### config.mk
export PLATFORM = sky130hd
export DESIGN_NAME = ula_arbiter
export DESIGN_NICKNAME = d
export VERILOG_FILES = /design/src/rtl/ula_arbiter_pkg.sv /design/src/rtl/ula_arbiter_ula.sv /design/src/rtl/ula_arbiter.sv
export SDC_FILE = /design/constraint.sdc
export NUM_CORES = 1
export LEC_CHECK = 0
export BUFFER_PORTS_ARGS = -buffer_cell sky130_fd_sc_hd__buf_2
export CAP_MARGIN = 20
export CORE_MARGIN = 1
export CORE_UTILIZATION = 60
export DETAILED_ROUTE_END_ITERATION = 16
export MAX_ROUTING_LAYER = met4
export PLACE_DENSITY_LB_ADDON = 0.12
export SKIP_LAST_GASP = 1
export SYNTH_ARGS = -nofsm -noshare
export SYNTH_HDL_FRONTEND = slang
export SYNTH_SLANG_ARGS = --single-unit
### constraint.sdc
create_clock -name clk -period 9.7 [get_ports clk]
set_input_delay 0 -clock clk [delete_from_list [all_inputs] [get_ports clk]]
set_output_delay 0 -clock clk [all_outputs]
set_load 0.01 [all_outputs]
### src/rtl/ula_arbiter_pkg.sv
// ula_arbiter_pkg
// Shared definitions for the ALU arbiter slice:
//   - ALU opcode constants (AND, OR, ADD, SUB, SLT, NAND)
//   - FSM state encoding for the response register
//   - op_is_legal(): opcode legality check used outside the ALU
package ula_arbiter_pkg;

    localparam logic [3:0] OP_AND  = 4'b0000;
    localparam logic [3:0] OP_OR   = 4'b0001;
    localparam logic [3:0] OP_ADD  = 4'b0010;
    localparam logic [3:0] OP_SUB  = 4'b0110;
    localparam logic [3:0] OP_SLT  = 4'b0111;
    localparam logic [3:0] OP_NAND = 4'b1100;

    // IDLE: response register empty; HOLD: response valid, waiting for rsp_ready
    typedef enum logic [0:0] {
        ST_IDLE = 1'b0,
        ST_HOLD = 1'b1
    } state_t;

    function automatic logic op_is_legal(input logic [3:0] op);
        logic legal;
        legal = 1'b0;
        case (op)
            OP_AND, OP_OR, OP_ADD, OP_SUB, OP_SLT, OP_NAND: legal = 1'b1;
            default:                                        legal = 1'b0;
        endcase
        return legal;
    endfunction

endpackage

### src/rtl/ula_arbiter_ula.sv
// ula_arbiter_ula -- the ULA: purely combinational ALU.
// Ports:
//   a, b    : WIDTH-bit operands
//   op      : 4-bit opcode (see ula_arbiter_pkg)
//   result  : WIDTH-bit result; 0 for opcodes it does not implement
// Add/sub wrap modulo 2^WIDTH; SLT is an unsigned compare returning 1/0.
module ula_arbiter_ula
    import ula_arbiter_pkg::*;
#(
    parameter int WIDTH = 32
) (
    input  logic [WIDTH-1:0] a,
    input  logic [WIDTH-1:0] b,
    input  logic [3:0]       op,
    output logic [WIDTH-1:0] result
);

    always_comb begin
        result = '0;
        case (op)
            OP_AND:  result = a & b;
            OP_OR:   result = a | b;
            OP_ADD:  result = a + b;
            OP_SUB:  result = a - b;
            OP_SLT:  result = {{(WIDTH-1){1'b0}}, (a < b)};
            OP_NAND: result = ~(a & b);
            default: result = '0;
        endcase
    end

endmodule

### src/rtl/ula_arbiter.sv
// ula_arbiter -- shares one ULA between requester 0 (main datapath) and
// requester 1 (branch/address unit) with round-robin arbitration and a
// single registered response slot.
// Ports:
//   clk, reset                       : clock, asynchronous active-high reset
//   rN_valid / rN_ready              : request handshake per requester
//   rN_in1, rN_in2, rN_op            : request payload
//   rsp_valid / rsp_ready            : response handshake
//   rsp_id, rsp_result, rsp_zero,
//   rsp_err                          : response payload (source, result, zero flag, illegal op)
//   cnt0, cnt1                       : saturating accepted-request counters
// Latency is one cycle; with rsp_ready held high a request can be accepted
// every cycle because a draining response frees the slot in the same cycle.
module ula_arbiter
    import ula_arbiter_pkg::*;
#(
    parameter int WIDTH = 32,
    parameter int CNT_W = 16
) (
    input  logic             clk,
    input  logic             reset,
    input  logic             r0_valid,
    output logic             r0_ready,
    input  logic [WIDTH-1:0] r0_in1,
    input  logic [WIDTH-1:0] r0_in2,
    input  logic [3:0]       r0_op,
    input  logic             r1_valid,
    output logic             r1_ready,
    input  logic [WIDTH-1:0] r1_in1,
    input  logic [WIDTH-1:0] r1_in2,
    input  logic [3:0]       r1_op,
    output logic             rsp_valid,
    input  logic             rsp_ready,
    output logic             rsp_id,
    output logic [WIDTH-1:0] rsp_result,
    output logic             rsp_zero,
    output logic             rsp_err,
    output logic [CNT_W-1:0] cnt0,
    output logic [CNT_W-1:0] cnt1
);

    localparam logic [CNT_W-1:0] CNT_ONE = {{(CNT_W-1){1'b0}}, 1'b1};
    localparam logic [CNT_W-1:0] CNT_MAX = '1;

    state_t           state_reg, state_next;
    logic             ptr_reg;          // 1 = requester 1 wins a tie
    logic             can_accept;
    logic [1:0]       valid_vec;
    logic [1:0]       grant;
    logic             accept;
    logic             sel;
    logic [WIDTH-1:0] sel_in1, sel_in2;
    logic [3:0]       sel_op;
    logic [WIDTH-1:0] alu_result;
    logic             op_legal;
    logic [WIDTH-1:0] result_next;

    logic             rsp_id_reg;
    logic [WIDTH-1:0] rsp_result_reg;
    logic             rsp_zero_reg;
    logic             rsp_err_reg;

    assign valid_vec = {r1_valid, r0_valid};

    // ---------------- FSM: state register ----------------
    always_ff @(posedge clk or posedge reset) begin
        if (reset) begin
            state_reg <= ST_IDLE;
        end else begin
            state_reg <= state_next;
        end
    end

    // ---------------- FSM: next state and outputs ----------------
    always_comb begin
        state_next = state_reg;
        rsp_valid  = 1'b0;
        case (state_reg)
            ST_IDLE: begin
                if (accept) state_next = ST_HOLD;
            end
            ST_HOLD: begin
                rsp_valid = 1'b1;
                // A simultaneous accept refills the slot, so stay in HOLD.
                if (rsp_ready && !accept) state_next = ST_IDLE;
            end
            default: state_next = ST_IDLE;
        endcase
    end

    // The slot is free when empty or when its content leaves this cycle.
    assign can_accept = (state_reg == ST_IDLE) || (rsp_valid && rsp_ready);

    // ---------------- Arbitration ----------------
    // Reset gates the readys combinationally so nothing is acknowledged
    // while reset is held, even mid-cycle.
    always_comb begin
        grant = 2'b00;
        if (can_accept && !reset) begin
            if (&valid_vec) begin
                grant = ptr_reg ? 2'b10 : 2'b01;
            end else begin
                grant = valid_vec;
            end
        end
    end

    assign r0_ready = grant[0];
    assign r1_ready = grant[1];
    assign accept   = |grant;
    assign sel      = grant[1];

    // Pointer moves only on acceptance, to favour the requester not just served.
    always_ff @(posedge clk or posedge reset) begin
        if (reset) begin
            ptr_reg <= 1'b0;
        end else if (accept) begin
            ptr_reg <= ~sel;
        end
    end

    // ---------------- Datapath ----------------
    assign sel_in1 = sel ? r1_in1 : r0_in1;
    assign sel_in2 = sel ? r1_in2 : r0_in2;
    assign sel_op  = sel ? r1_op  : r0_op;

    ula_arbiter_ula #(
        .WIDTH (WIDTH)
    ) u_ula (
        .a      (sel_in1),
        .b      (sel_in2),
        .op     (sel_op),
        .result (alu_result)
    );

    assign op_legal    = op_is_legal(sel_op);
    assign result_next = op_legal ? alu_result : '0;

    // Response payload is written only on acceptance, so it stays stable
    // while the consumer stalls.
    always_ff @(posedge clk or posedge reset) begin
        if (reset) begin
            rsp_id_reg     <= 1'b0;
            rsp_result_reg <= '0;
            rsp_zero_reg   <= 1'b0;
            rsp_err_reg    <= 1'b0;
        end else if (accept) begin
            rsp_id_reg     <= sel;
            rsp_result_reg <= result_next;
            rsp_zero_reg   <= (result_next == '0);
            rsp_err_reg    <= ~op_legal;
        end
    end

    assign rsp_id     = rsp_id_reg;
    assign rsp_result = rsp_result_reg;
    assign rsp_zero   = rsp_zero_reg;
    assign rsp_err    = rsp_err_reg;

    // ---------------- Saturating per-requester counters ----------------
    genvar gi;
    generate
        for (gi = 0; gi < 2; gi++) begin : g_cnt
            logic [CNT_W-1:0] cnt_reg;
            always_ff @(posedge clk or posedge reset) begin
                if (reset) begin
                    cnt_reg <= '0;
                end else if (grant[gi] && (cnt_reg != CNT_MAX)) begin
                    cnt_reg <= cnt_reg + CNT_ONE;
                end
            end
        end
    endgenerate

    assign cnt0 = g_cnt[0].cnt_reg;
    assign cnt1 = g_cnt[1].cnt_reg;

endmodule

; ---- After elaboration in Yosys (flattened, before gate mapping)
; Cells that the tools add are included.
[totals]
word_cells = 52
in_bits = 141
out_inout_bits = 70
regBits = 69
[classes]
bitwise = 6
mux = 13
eq_ne = 7
order_cmp = 1
n_reduce_logical = 13
add_sub_neg = 4
[op_table]
columns = op, count
row1 = 32-bit one-hot mux with 6 select lines, 1
row2 = 32-bit two-way mux, 3
row3 = "16-bit by 1-bit adder with 16-bit output, second input constant", 2
row4 = 32-bit adder, 1
row5 = 32-bit AND, 1
row6 = 32-bit logical NOT, 1
row7 = 32-bit less-than comparator, 1
row8 = "16-bit inequality test, second input constant", 2
row9 = 32-bit inverter, 1
row10 = 32-bit bitwise OR, 1
row11 = 32-bit subtractor, 1
row12 = "4-bit by 3-bit equality test with 1-bit output, second input constant", 2
row13 = 2-bit two-way mux, 3
row14 = 6-bit OR reduction, 1
row15 = 1-bit logical AND, 5
row16 = "4-bit by 1-bit equality test with 1-bit output, second input constant", 1
row17 = "4-bit by 2-bit equality test with 1-bit output, second input constant", 1
row18 = "4-bit equality test, second input constant", 1
row19 = 4-bit logical NOT, 1
row20 = 1-bit two-way mux, 4
row21 = 4-bit two-way mux, 1
row22 = 1-bit inverter, 3
row23 = 1-bit logical NOT, 2
row24 = 1-bit one-hot mux with 2 select lines, 1
row25 = other kinds (3), 3

; ---- Depth between registers and ports, before layout
[depth]
ltp_word = 11
mapped_depth = 21
depth_no_buf = 19

; ---- Modules after synthesis
; A second synthesis with hierarchy kept.
[unflattened]
hier_cells = 1215
area_unflattened_um2 = 8737.1
[by_module_without_submodules]
columns = module, area_each_um2, cells_per_inst, seq_area_each_um2, n_inst
row1 = ula_arbiter_ula, 4782.1, 729, 0.0, 1
row2 = ula_arbiter, 3955.0, 486, 1726.7, 1

; ---- Least setup slack after synthesis
; No wires, ideal clock.
[synth_timing]
path_type = reg-to-reg
start = register ptr_reg
end = register rsp_zero_reg (netlist: rsp_zero)
setup_slack_ns = 4.803
required_ns = 9.608
setup_ns = 0.092
path_stages_with_launch = 20
synth_period_minus_slack_ns = 4.897
t_arrival_ns = 4.805
n_path_buf = 3
path_cell_list = dfrtp_1 > nand2b_1 > nand3_4 > buf_2 > buf_1 > clkbuf_1 > mux2i_1 > inv_1 > fa_1 > a21o_1 > a221o_2 > a21oi_4 > o21ai_2 > xor2_1 > a221o_1 > a2111oi_2 > nand4b_1 > nor4_1 > nand4_1 > o31ai_2
[synth_via]
elab_chain_len = 9
word_cells_on_any_way = 24
cone_classes = add/sub (2) / order compare (1) / eq/ne (5) / mux (9) / bitwise (3) / reduce/logical (4)
[synth_rtl]
columns = item, line
row1 = "start, declared", ula_arbiter.sv:46  ; logic ptr_reg;
row2 = "start signal, assigned", ula_arbiter.sv:118  ; ptr_reg <= ~sel;
row3 = 2-bit two-way mux *, ula_arbiter.sv:101  ; grant = ptr_reg ? 2'b10 : 2'b01;
row4 = 2-bit two-way mux *, ula_arbiter.sv:100  ; if (&valid_vec) begin
row5 = 2-bit two-way mux *, ula_arbiter.sv:99  ; if (can_accept && !reset) begin
row6 = branches (longest 6 deep; another with 32-bit subtractor), n/a
row7 = "end signal, assigned", ula_arbiter.sv:150  ; rsp_zero_reg <= (result_next == '0);
row8 = "end, declared", ula_arbiter.sv:60  ; logic rsp_zero_reg;
; Every way passes the cells marked *.
; A chain may end at the register's enable or synchronous reset.

; ---- Worst setup path after layout
[layout_timing]
start = input reset
end = register rsp_zero_reg (netlist: rsp_zero)
[layout_via]
elab_chain_len = 9
word_cells_on_any_way = 24
cone_classes = add/sub (2) / order compare (1) / eq/ne (5) / mux (7) / bitwise (3) / reduce/logical (6)
[layout_rtl]
columns = item, line
row1 = "start, declared", ula_arbiter.sv:21  ; input logic reset,
row2 = 1-bit logical NOT (no source line) *, n/a
row3 = 1-bit logical AND *, ula_arbiter.sv:99
row4 = 2-bit two-way mux *, ula_arbiter.sv:99
row5 = branches (longest 6 deep; another with 32-bit subtractor), n/a
; Marks and branches as above.

==> qor_table.md <==
| Group | Metric | This run |
|---|---|---|
| outcome | Run status | complete, no violations |
| logic synthesis | Mapped cell area | 0.00924 mm^2 |
| critical path | Critical register-to-register path startpoint | ptr_reg$_DFFE_PP0P_ |
| grt | Vias in the first global route | 9,218 |
| detailed routing | First-pass DRT Iterations | 7 |
| clock network | Number of buffers added by the clock tree synthesis step | 9 |
| grt | Maximum number of pins on one net before global-route repair | 55 |
| logic synthesis | Top flip-flop cell by instance count after synthesis | sky130_fd_sc_hd__dfrtp_1 |
| placed design | Number of instances in the placed design | 1,583 |
| sta | Slew Limit Headroom | 0.249 |
| placed design | Post-DP HPWL | 23,400 um |
| clock network | Root Buffer Master | sky130_fd_sc_hd__clkbuf_16 |
| critical path | Maximum fanout along the worst path | 53 |
| sta | Worst Tran Pin Value | 1130 ps |
| placed design | GPL Wtd Cong | 1.10 |
| critical path | Critical path start-end classification | in -> reg |
| sta | Share of the clock period used by the worst path after layout | 0.581 |
| clock network | Clock Latency Late Sink | 330 ps |
| job | Max-cap violation count | 0 |
| grt | First-pass GRT wire length | 47,400 um |
| cells and area | Total Nets Final | 1,663 |
| critical path | Arrival time at the worst endpoint | 5870 ps |
| detailed routing | Total number of vias | 9,926 |
| min path | Startpoint of the lowest-slack hold path | rsp_ready |
| logic synthesis | Number of flops mapped to enable cells by yosys | 0 |
| sta | Fin. Hold Viols | 0 |
| logic synthesis | Average footprint of a synthesized cell | 7.49 um^2 |
| floorplanning | Ports | 211 |
| logic synthesis | Cell type with the largest total area after synthesis | sky130_fd_sc_hd__dfrtp_1 |
| detailed routing | Detail-routed net length per standard cell | 18.5 um |
| logic synthesis | Post-synth top area share | 0.187 |
| floorplanning | Die Wd | 126 um |
| logic synthesis | Top cell types by occurrence after synthesis | sky130_fd_sc_hd__nand2_1 (233), sky130_fd_sc_hd__ha_1 (108), sky130_fd_sc_hd__inv_1 (102), sky130_fd_sc_hd__nor2_1 (101), sky130_fd_sc_hd__dfrtp_1 (69) |
| logic synthesis | Post-synthesis net count | 1,485 |
| logic synthesis | Post-synthesis instance total | 1,234 |
| cells and area | Layout area overhead | 14.7% |
| clock network | Number of buffers between clock root and the deepest sink | 2 |
| detailed routing | Via density per instance | 6.20 |
| sta | Skew final | 3.14 ps |
| logic synthesis | Sequential-to-total area share from yosys stat | 0.187 |
| critical path | Category of the worst setup path capture point | flop |
| grt | Number of antenna violations at the first check in global routing | 1 |
| detailed routing | Routed WL | 29,600 um |
| logic synthesis | Synth Warn # | 0 |
| cells and area | Fraction of layout instances using a drive strength above 1 | 0.192 |
| placed design | Worst setup slack after placement | 4220 ps |
| critical path | CP Launch Point | reset |
| sta | Achievable Freq | 178 MHz |
| logic synthesis | Most frequent cell after synthesis | sky130_fd_sc_hd__nand2_1 |
| cells and area | Post-Route Utilization | 0.718 |
| grt | Overall track demand over capacity in global routing | 0.385 |
| floorplanning | Total Die Area | 0.0159 mm^2 |
| detailed routing | Violation count after the first detailed-route iteration | 876 |
| cells and area | Filler cell count | 1,223 |
| grt | Aggregate global routing overflow | 0 |
| critical path | Data required time of the critical path | 9940 ps |
| cells and area | Total non-filler cell area in the finished layout | 0.0106 mm^2 |
| floorplanning | Rows | 44 |
| floorplanning | Core ar. | 0.0148 mm^2 |
| critical path | Critical path launch point type | input port |
| floorplanning | Initial core utilization | 0.626 |
| clock network | Clock slew seen by the registers of the worst setup and hold paths | 50 ps |
| sta | Max-slew violation count | 0 |
| clock network | Number of clock sinks | 69 |
| clock network | CTS tree | done |
| sta | Setup TNS Final | 0 ps |
| sta | Setup repair after global routing missed its margin | false |
| placed design | I/O Buffers | 210 |
| sta | Fin crit period | 5630 ps |
| logic synthesis | Share of synthesized registers carrying an async set or reset | 1.00 |
| detailed routing | DRC violations left | 0 |
| floorplanning | Die outline height | 126 um |
| pwr | Worst vdd ir | 0.000121 V |
| clock network | Quantity of gates resized following cts | 0 |
| cells and area | Fin cells | 1,601 |
| logic synthesis | Count of unique library cells instantiated by Yosys | 93 |
| clock network | H-tree Lvls | 3 |
| logic synthesis | Top post-synthesis cells by area | sky130_fd_sc_hd__dfrtp_1 (19%), sky130_fd_sc_hd__ha_1 (15%), sky130_fd_sc_hd__nand2_1 (9.5%) |
| placed design | Post-placement cell area | 0.0103 mm^2 |
| cells and area | Number of flip-flops under the largest register name | 32 |
| min path | Worst hold-check path type | in -> reg |
| detailed routing | Antenna-violating nets left | 0 |
| sta | Worst setup slack after layout | 4070 ps |
| pwr | Pwr per Cell Area | 145 mW/mm^2 |
| pwr | Leakage power | 0.00563 uW |
| logic synthesis | Post-synthesis sequential element count | 69 |
| sta | Total of endpoints with negative setup slack in the final report | 0 |
[cell usage in the layout, fill, tap and decap left out, types with 20 or more instances in the layout]
cell / n
sky130_fd_sc_hd__o221ai_1: 20
sky130_fd_sc_hd__mux2i_1: 44
sky130_fd_sc_hd__a21oi_1: 66
sky130_fd_sc_hd__nand3_1: 23
sky130_fd_sc_hd__nand2_1: 233
sky130_fd_sc_hd__xnor2_1: 38
sky130_fd_sc_hd__inv_1: 101
sky130_fd_sc_hd__nor2_1: 99
sky130_fd_sc_hd__o21ai_0: 47
sky130_fd_sc_hd__buf_2: 210
sky130_fd_sc_hd__dfrtp_1: 69
sky130_fd_sc_hd__ha_1: 108
[what timing repair did]
item                                   4_1_cts  5_1_grt
hold buffers                                 2        0
setup buffers                                0        0
endpoints found under the hold margin       24        0
[report_power, final]
group / internal [uW] / total [uW] / switching, uW
clock network: 171 / 288 / 117
logic: 325 / 856 / 530
registers: 339 / 389 / 50.5
[path summary, 6_finish.rpt]
check / to / slack, ps / cells after the start
max: rsp_zero$_DFFE_PP0P_ / 4070 / 21
min: state_reg$_DFF_PP0_ / 60 / 3
max reg2reg: rsp_zero$_DFFE_PP0P_ / 4080 / 19
min reg2reg: rsp_result[24]$_DFFE_PP0P_ / 480 / 2
max in group asynchronous: rsp_result[25]$_DFFE_PP0P_ / 8520 / 4
min in group asynchronous: cnt1[13]$_DFFE_PP0P_ / 260 / 3
[critical path, cell delays in order]
cell and delay, ps:
sky130_fd_sc_hd__dlygate4sd3_1 530, sky130_fd_sc_hd__buf_2 150, sky130_fd_sc_hd__and2b_1 250, sky130_fd_sc_hd__nand3_4 380, sky130_fd_sc_hd__inv_2 870, sky130_fd_sc_hd__nand2_1 110, sky130_fd_sc_hd__nand2_1 170, sky130_fd_sc_hd__ha_1 170
sky130_fd_sc_hd__inv_1 60, sky130_fd_sc_hd__fa_1 450, sky130_fd_sc_hd__nor2b_1 180, sky130_fd_sc_hd__o311ai_2 310, sky130_fd_sc_hd__nand3_2 260, sky130_fd_sc_hd__nand4_1 170, sky130_fd_sc_hd__nand4b_1 210, sky130_fd_sc_hd__o21ai_0 480
sky130_fd_sc_hd__and2_1 270, sky130_fd_sc_hd__xnor2_1 100, sky130_fd_sc_hd__a211oi_1 250, sky130_fd_sc_hd__nand4_1 190, sky130_fd_sc_hd__o31ai_2 270
[layer usage]
layer / track usage / vias to the layer above / wire, um
li1: - / 4713 / -
met1: 0.522 / 4534 / 12800
met2: 0.577 / 608 / 12600
met3: 0.0773 / 71 / 3350
met4: 0.116 / 0 / 711
met5: - / - / 0
[cells by family (layout without fill, tap and decap cells)]
kind of cell / after synthesis / count (layout) / share of synthesized area
and+or+nand+nor: 472 / 472 / 0.231
DFF: 69 / 69 / 0.187
buffers and inverters: 161 / 343 / 0.0765
adders and majority gates: 110 / 110 / 0.151
muxes: 52 / 52 / 0.0581
AOI/OAI and AO/OA: 313 / 313 / 0.242
xor gates and xnor gates: 57 / 57 / 0.0540
other: 0 / 1 / 0
[final cells by class]
type	count	area, um^2	share of cell area
Multi-Input combinational cell	1004	6820	0.644
Sequential cell	69	1730	0.163
Timing Repair Buffer	224	1160	0.110
Inverter	104	390	0.0368
Clock buffer	11	233	0.0220
Tap cell	184	230	0.0217
Clock inverter	4	26.3	0.00248
Antenna cell	1	2.50	0.000236
[through the flow]
stage / hold slack, ps / power, uW
final: 57.6 / 1530
after global routing: 84.7 / 1630
after CTS: 58.2 / 1510
after detailed placement: 83.1 / 1220
after global placement: 63.6 / 1210
after floorplan: 113 / 975
Power figures use the tool's default switching activity.
